[src/rtl/reset_sequencer.sv]
// Staged reset release for one clock domain: waits for a stable "clock ready",
// then releases NUM_STAGES active-low resets in order, re-asserting all on loss.
module reset_sequencer #(
    parameter int NUM_STAGES    = 3,
    parameter int STAGE_DELAY   = 16,
    parameter int READY_TIMEOUT = 1024
) (
    input  logic                  clk,
    input  logic                  reset,
    input  logic                  ready_in,
    output logic [NUM_STAGES-1:0] rstn_out,
    output logic                  done,
    output logic                  timeout_err,
    output logic [7:0]            loss_count
);

    localparam int CNT_W = $clog2(STAGE_DELAY);
    localparam int TMO_W = $clog2(READY_TIMEOUT);
    localparam int REL_W = $clog2(NUM_STAGES * STAGE_DELAY);

    localparam logic [CNT_W-1:0] DLY_LAST = CNT_W'(STAGE_DELAY - 1);
    localparam logic [TMO_W-1:0] TMO_LAST = TMO_W'(READY_TIMEOUT - 1);
    localparam logic [REL_W-1:0] REL_LAST = REL_W'(NUM_STAGES * STAGE_DELAY - 1);

    typedef enum logic [1:0] {
        HOLD,
        WAIT_READY,
        RELEASE,
        RUN
    } state_e;

    state_e                  state_q, state_d;
    logic [1:0]              sync_q;
    logic [CNT_W-1:0]        hold_q, hold_d;
    logic [CNT_W-1:0]        stable_q, stable_d;
    logic [TMO_W-1:0]        tmo_q, tmo_d;
    logic [REL_W-1:0]        rel_q, rel_d;
    logic [NUM_STAGES-1:0]   rstn_q, rstn_d;
    logic                    done_q, done_d;
    logic                    timeout_q, timeout_d;
    logic [7:0]              loss_q, loss_d;
    logic                    ready_s;

    assign ready_s = sync_q[1];

    // NOTE: sequential state uses non-blocking assignments so every register
    // samples the pre-edge values, independent of statement order.
    always_ff @(posedge clk) begin
        if (reset) begin
            state_q   <= HOLD;
            sync_q    <= '0;
            hold_q    <= '0;
            stable_q  <= '0;
            tmo_q     <= '0;
            rel_q     <= '0;
            rstn_q    <= '0;
            done_q    <= 1'b0;
            timeout_q <= 1'b0;
            loss_q    <= '0;
        end else begin
            state_q   <= state_d;
            sync_q    <= {sync_q[0], ready_in};
            hold_q    <= hold_d;
            stable_q  <= stable_d;
            tmo_q     <= tmo_d;
            rel_q     <= rel_d;
            rstn_q    <= rstn_d;
            done_q    <= done_d;
            timeout_q <= timeout_d;
            loss_q    <= loss_d;
        end
    end

    // NOTE: every signal driven here gets a default first; a path that leaves
    // one unassigned would infer a latch.
    always_comb begin
        state_d   = state_q;
        hold_d    = hold_q;
        stable_d  = stable_q;
        tmo_d     = tmo_q;
        rel_d     = rel_q;
        rstn_d    = rstn_q;
        done_d    = done_q;
        timeout_d = timeout_q;
        loss_d    = loss_q;

        unique case (state_q)
            HOLD: begin
                if (hold_q == DLY_LAST) begin
                    state_d  = WAIT_READY;
                    hold_d   = '0;
                    stable_d = '0;
                    tmo_d    = '0;
                end else begin
                    hold_d = hold_q + CNT_W'(1);
                end
            end

            WAIT_READY: begin
                // Timeout counter parks at its last value so the flag stays set
                // without the counter wrapping.
                if (tmo_q == TMO_LAST) begin
                    timeout_d = 1'b1;
                end else begin
                    tmo_d = tmo_q + TMO_W'(1);
                end

                if (!ready_s) begin
                    stable_d = '0;
                end else if (stable_q == DLY_LAST) begin
                    state_d  = RELEASE;
                    stable_d = '0;
                    rel_d    = '0;
                end else begin
                    stable_d = stable_q + CNT_W'(1);
                end
            end

            RELEASE: begin
                if (!ready_s) begin
                    state_d  = HOLD;
                    hold_d   = '0;
                    stable_d = '0;
                    tmo_d    = '0;
                    rel_d    = '0;
                    rstn_d   = '0;
                    done_d   = 1'b0;
                end else begin
                    for (int i = 0; i < NUM_STAGES; i++) begin
                        if (rel_q == REL_W'((i + 1) * STAGE_DELAY - 1)) begin
                            rstn_d[i] = 1'b1;
                        end
                    end
                    if (rel_q == REL_LAST) begin
                        state_d = RUN;
                        done_d  = 1'b1;
                    end else begin
                        rel_d = rel_q + REL_W'(1);
                    end
                end
            end

            RUN: begin
                if (!ready_s) begin
                    state_d  = HOLD;
                    hold_d   = '0;
                    stable_d = '0;
                    tmo_d    = '0;
                    rel_d    = '0;
                    rstn_d   = '0;
                    done_d   = 1'b0;
                    if (loss_q != 8'hFF) begin
                        loss_d = loss_q + 8'd1;
                    end
                end
            end

            default: state_d = HOLD;
        endcase
    end

    assign rstn_out    = rstn_q;
    assign done        = done_q;
    assign timeout_err = timeout_q;
    assign loss_count  = loss_q;

endmodule

[config.mk]
export PLATFORM = sky130hd
export DESIGN_NAME = reset_sequencer
export DESIGN_NICKNAME = d
export VERILOG_FILES = /design/src/rtl/reset_sequencer.sv
export SDC_FILE = /design/constraint.sdc
export NUM_CORES = 1
export LEC_CHECK = 0
export CAP_MARGIN = 5
export CORE_MARGIN = 1.5
export CORE_UTILIZATION = 55
export CTS_BUF_LIST = sky130_fd_sc_hd__clkbuf_4
export DETAILED_ROUTE_END_ITERATION = 6
export PLACE_DENSITY = 0.8
export SLEW_MARGIN = 20
export SYNTH_ARGS = -nofsm -noshare
export SYNTH_HDL_FRONTEND = slang
export SYNTH_SLANG_ARGS = --single-unit
export TNS_END_PERCENT = 10
[constraint.sdc]
create_clock -name clk -period 2 [get_ports clk]
set_input_delay 0.2 -clock clk [delete_from_list [all_inputs] [get_ports clk]]
set_output_delay 0.2 -clock clk [all_outputs]
set_load 0.1 [all_outputs]
After elaboration in Yosys (flattened, before gate mapping)
Cells that the tools add are included.
Cells by class
  bitwise logic cells: 1
  reduce and logical (&&, ||, !) cells: 15
  eq/ne operators: 20
  $add $sub $neg: 5
  mux-type cells: 33
Operators by type and width (count)
  $mux 10: 3
  $mux 6: 5
  $pmux 10 s3: 1
  $mux 4: 5
  $pmux 6 s3: 1
  $reduce_and 3->1: 5
  $mux 2: 6
  $ne 2x2->1 const B: 6
  $ne 3x3->1 const B: 4
  $pmux 4 s3: 1
  $add 10x1->10 const B: 1
  $eq 10x10->1 const B: 1
  $reduce_and 5->1: 2
  $add 4x1->4 const B: 2
  $add 8x1->8 const B: 1
  $eq 4x4->1 const B: 2
  $ne 8x8->1 const B: 1
  $pmux 2 s4: 1
  $pmux 4 s2: 1
  $add 6x1->6 const B: 1
  $eq 6x4->1 const B: 1
  $eq 6x5->1 const B: 1
  $eq 6x6->1 const B: 1
  $mux 3: 2
  other kinds (11): 19
Word-level totals
  flip-flop bits (word level): 41
  input bits: 3
  output and inout port bits: 13
  logic and storage cells: 86

Logic depth before layout (Yosys ltp)
  word-level depth: 4
  mapped depth: 7

Worst setup path before layout
OpenSTA, ideal clock, no wires.
  path kind: register to register
  from: register loss_q[2] (netlist: loss_count[2])
  to: register loss_q[7] (netlist: loss_count[7])
  data required time: 1.930 ns
  clock period less this slack: 2.222 ns
  buffers on the path: 0
  arrival: 2.151 ns
  setup time: 0.070 ns
  cell stages (with the launch flop): 4
  path slack: -0.222 ns
  path through: dfxtp_1 > nand4_1 > or4_1 > a21oi_1
Between the ends
  word-level cells in the longest chain between the ends: 2
  elaborated cells between the ends (all ways): 3
  those cells by class: 1 x add/sub; 1 x eq/ne; 1 x reduce/logical
RTL lines
  start, declared: RTL line 41  | logic [7:0] loss_q, loss_d;
  start signal, assigned: RTL line 70  | loss_q <= loss_d;
  parallel branches: the longest is 2 deep, another holds $add 8x1->8
Several ways; the timed one is not identified.
A chain may end at the register's enable or synchronous reset.

Worst setup path after layout
  from: register sync_q[1]
  to: register rel_q[4]
Between the ends
  word-level cells in the longest chain between the ends: 2
  elaborated cells between the ends (all ways): 6
  those cells by class: 3 x eq/ne; 2 x mux; 1 x reduce/logical
RTL lines
  start, declared: RTL line 33  | logic [1:0] sync_q;
  start signal, assigned: RTL line 62  | sync_q <= {sync_q[0], ready_in};
  $ne 3x3->1 (no source line), or another cell as far along
  $reduce_and 5->1 (no source line) / $pmux 6 s3 (equally long branches)
  end signal, assigned: RTL line 66  | rel_q <= rel_d;
  end, declared: RTL line 37  | logic [REL_W-1:0] rel_q, rel_d;
Several ways; a longest one is shown, not always the timed one.

==> impl_metrics.sql <==
INSERT INTO impl_metrics (metric_group, metric, value, unit) VALUES
('sta', 'setup_slack', '0.256', 'ns'),
('sta', 'layout_min_cycle_time', '1.74', 'ns'),
('finish', 'multi_input_combinational_cell_area', '1140', 'µm²'),
('finish', 'design_area', '2240', 'µm²'),
('clock_network', 'tritoncts', 'done', ''),
('clock_network', 'cts.htree.levels', '2', ''),
('drt', 'route.vias.total', '1737', ''),
('drt', 'post_drt_wl_per_cell', '13.0', 'µm'),
('logic_synthesis', 'post_synth_and_or_nand_nor_area_fraction', '0.270', ''),
('logic_synthesis', 'synth_xor_xnor_area_share', '0.0214', ''),
('finish', 'area.sequential', '808', 'µm²'),
('place', 'gp_congestion', '0.846', ''),
('clock_network', 'cts_buffers', '5', ''),
('logic_synthesis', 'synth.mux.area_fraction', '0.0147', ''),
('sta', 'max_slew.worst_pin.slew', '0.463', 'ns'),
('pwr', 'p_per_area', '600', 'nW/µm²'),
('critical_path', 'critPathCaptureType', 'flip-flop', ''),
('clock_network', 'tritoncts_num_sinks', '40', ''),
('drt', 'routed_wirelength', '3840', 'µm'),
('drt', 'number_of_drc_violations_after_detailed_routing_iteration_0', '160', ''),
('finish', 'final_common_cell', 'dfxtp_1', ''),
('logic_synthesis', 'post_synth_main_area_contributors', 'dfxtp_1 39%, nor2_1 4.8%, a21oi_1 3.9%, ha_1 3.1%, nand3_1 2.9%', ''),
('logic_synthesis', 'synthesis.area_per_instance', '8.77', 'µm²'),
('drt', 'vias_per_cell', '5.91', ''),
('logic_synthesis', 'netlist.top_cell.by_area', 'dfxtp_1', ''),
('sta', 'maxSlewHeadroom', '0.691', ''),
('run_status', 'status', 'finished, final reports clean', ''),
('sta', 'unrepaired_setup_endpoints_after_global_routing', 'false', ''),
('logic_synthesis', 'synthesized_flop_and_latch_total', '40', ''),
('clock_network', 'setup_fix_buffers_added_after_clock_tree_synthesis', '0', ''),
('grt', 'global_route_wire_length_before_repair', '6730', 'µm'),
('logic_synthesis', 'yosysSeqAreaShare', '0.392', ''),
('logic_synthesis', 'synth-compound-area-share', '0.223', ''),
('finish', 'fillerInstances', '309', ''),
('logic_synthesis', 'netlist_area', '2040', 'µm²'),
('grt', 'vias_in_the_first_global_route', '1528', ''),
('floorplan', 'top_level_ports', '16', ''),
('place', 'number_of_cells_in_the_design_after_placement', '286', ''),
('floorplan', 'chipHeight', '64.0', 'µm'),
('logic_synthesis', 'synth_top_area_frac', '0.392', ''),
('sta', 'setup_viol', '0', ''),
('floorplan', 'starting_density_of_the_core', '0.594', ''),
('run', 'timing.max_cap.violations', '0', ''),
('logic_synthesis', 'synth_ff_type', 'dfxtp_1', ''),
('place', 'placement.io_buffers', '15', ''),
('logic_synthesis', 'syn-num-nets', '241', ''),
('sta', 'slew_violations', '0', ''),
('critical_path', 'crit_slowest_cell', 'dfxtp_1', ''),
('pwr', 'combPwrFrac', '0.079', ''),
('pwr', 'peakVddDrop', '422', 'µV'),
('sta', 'fin_skew', '0.00719', 'ns'),
('floorplan', 'die_area', '4090', 'µm²'),
('floorplan', 'row_count', '21', ''),
('drt', 'drtPass1Iterations', '4', ''),
('critical_path', 'critPathMaxFanout', '14', ''),
('drt', 'detail_route.drc_violations', '0', ''),
('sta', 'finalCritPeriodShare', '0.872', ''),
('sta', 'hold_viol', '0', ''),
('logic_synthesis', 'synth_async_sr_flop_share', '0', ''),
('drt', 'top_layer_used', 'met4', ''),
('finish', 'num_antenna_cells', '0', ''),
('finish', 'net_count_of_the_finished_layout', '255', ''),
('logic_synthesis', 'synth.lib_cells_used.distinct', '54', ''),
('sta', 'fin_tns_setup', '0', 'ns'),
('logic_synthesis', 'yosysWarnings', '0', ''),
('drt', 'met1Wirelength', '2000', 'µm'),
('logic_synthesis', 'synth_fa_ha_area_frac', '0.0306', ''),
('pwr', 'intPower', '1020', 'µW'),
('pwr', 'power_switching', '322', 'µW'),
('pwr', 'sw_frac_of_total', '0.240', ''),
('drt', 'routed-wl-met2', '1650', 'µm');
## final timing paths
| check | start | endpoint | slack (ns) | cells past startpoint |
|---|---|---|---|---|
| worst max register to register | sync_q[1] | rel_q[4] | 0.26 | 4 |
| worst min register to register | sync_q[0] | sync_q[1] | 0.46 | 1 |
| worst max-delay path | sync_q[1] | rel_q[4] | 0.26 | 4 |
| worst min-delay path | ready_in | sync_q[0] | 0.41 | 2 |
## cells in the mapped netlist, drive strengths merged (2+ instances only)
cell type	n
buf	7
nand3	13
clkbuf	7
nand2	10
o21ai	10
nor2	27
ha	5
a221oi	2
a21oi	16
a41oi	2
inv	3
xor2	4
o211ai	3
mux2i	3
nor2b	5
nand4	3
and3	4
o21a	2
o31ai	3
dfxtp	40
nor3	12
a211oi	3
and4	3
nand2b	5
or4	4
a311oi	7
a21boi	2
and3b	2
a21o	2
a31oi	7
nand3b	5
## power groups by stage
| stage | sequential [µW] | clock, µW | combinational (µW) |
|---|---|---|---|
| after floorplan | 842 | 0 | 87.0 |
| after global placement | 848 | 0 | 105 |
| after detailed placement | 849 | 0 | 105 |
| after CTS | 831 | 423 | 106 |
| after global routing | 835 | 468 | 117 |
| final | 831 | 407 | 106 |
## state kept, by name, indices dropped and copies added (netlist names)
register and flops:
state_q 2, sync_q 2, done 1, rstn_out 2
loss_count 8, tmo_q 10, timeout_err 1, stable_q 4
hold_q 4, rel_q 6
## cell type report
type | count | share of cell area
multi-input combinational | 176 | 0.511
sequential | 40 | 0.361
timing repair buffer | 21 | 0.0726
tap | 46 | 0.0257
clock buffer | 7 | 0.0235
inverter | 3 | 0.00503
clock inverter | 1 | 0.00168
## cell families after synthesis
group / after synthesis
flops: 40
buf+inv: 17
simple gates: 98
xor+xnor: 5
mux: 3
compound gates: 65
fa+ha+maj: 5
## metrics by stage
step | hold slack (ns) | power, µW
floorplan | 0.328 | 929
global placement | 0.448 | 953
detailed placement | 0.437 | 954
CTS | 0.401 | 1360
global route | 0.413 | 1420
finish | 0.409 | 1340
## routing by layer
| layer | vias up | global-route usage |
|---|---|---|
| li1 | 907 | - |
| met1 | 795 | 0.280 |
| met2 | 29 | 0.310 |
| met3 | 6 | 0.0475 |
| met4 | 0 | 0.0652 |
| met5 | - | 0 |
No activity file was read; power rests on OpenSTA's default activity.
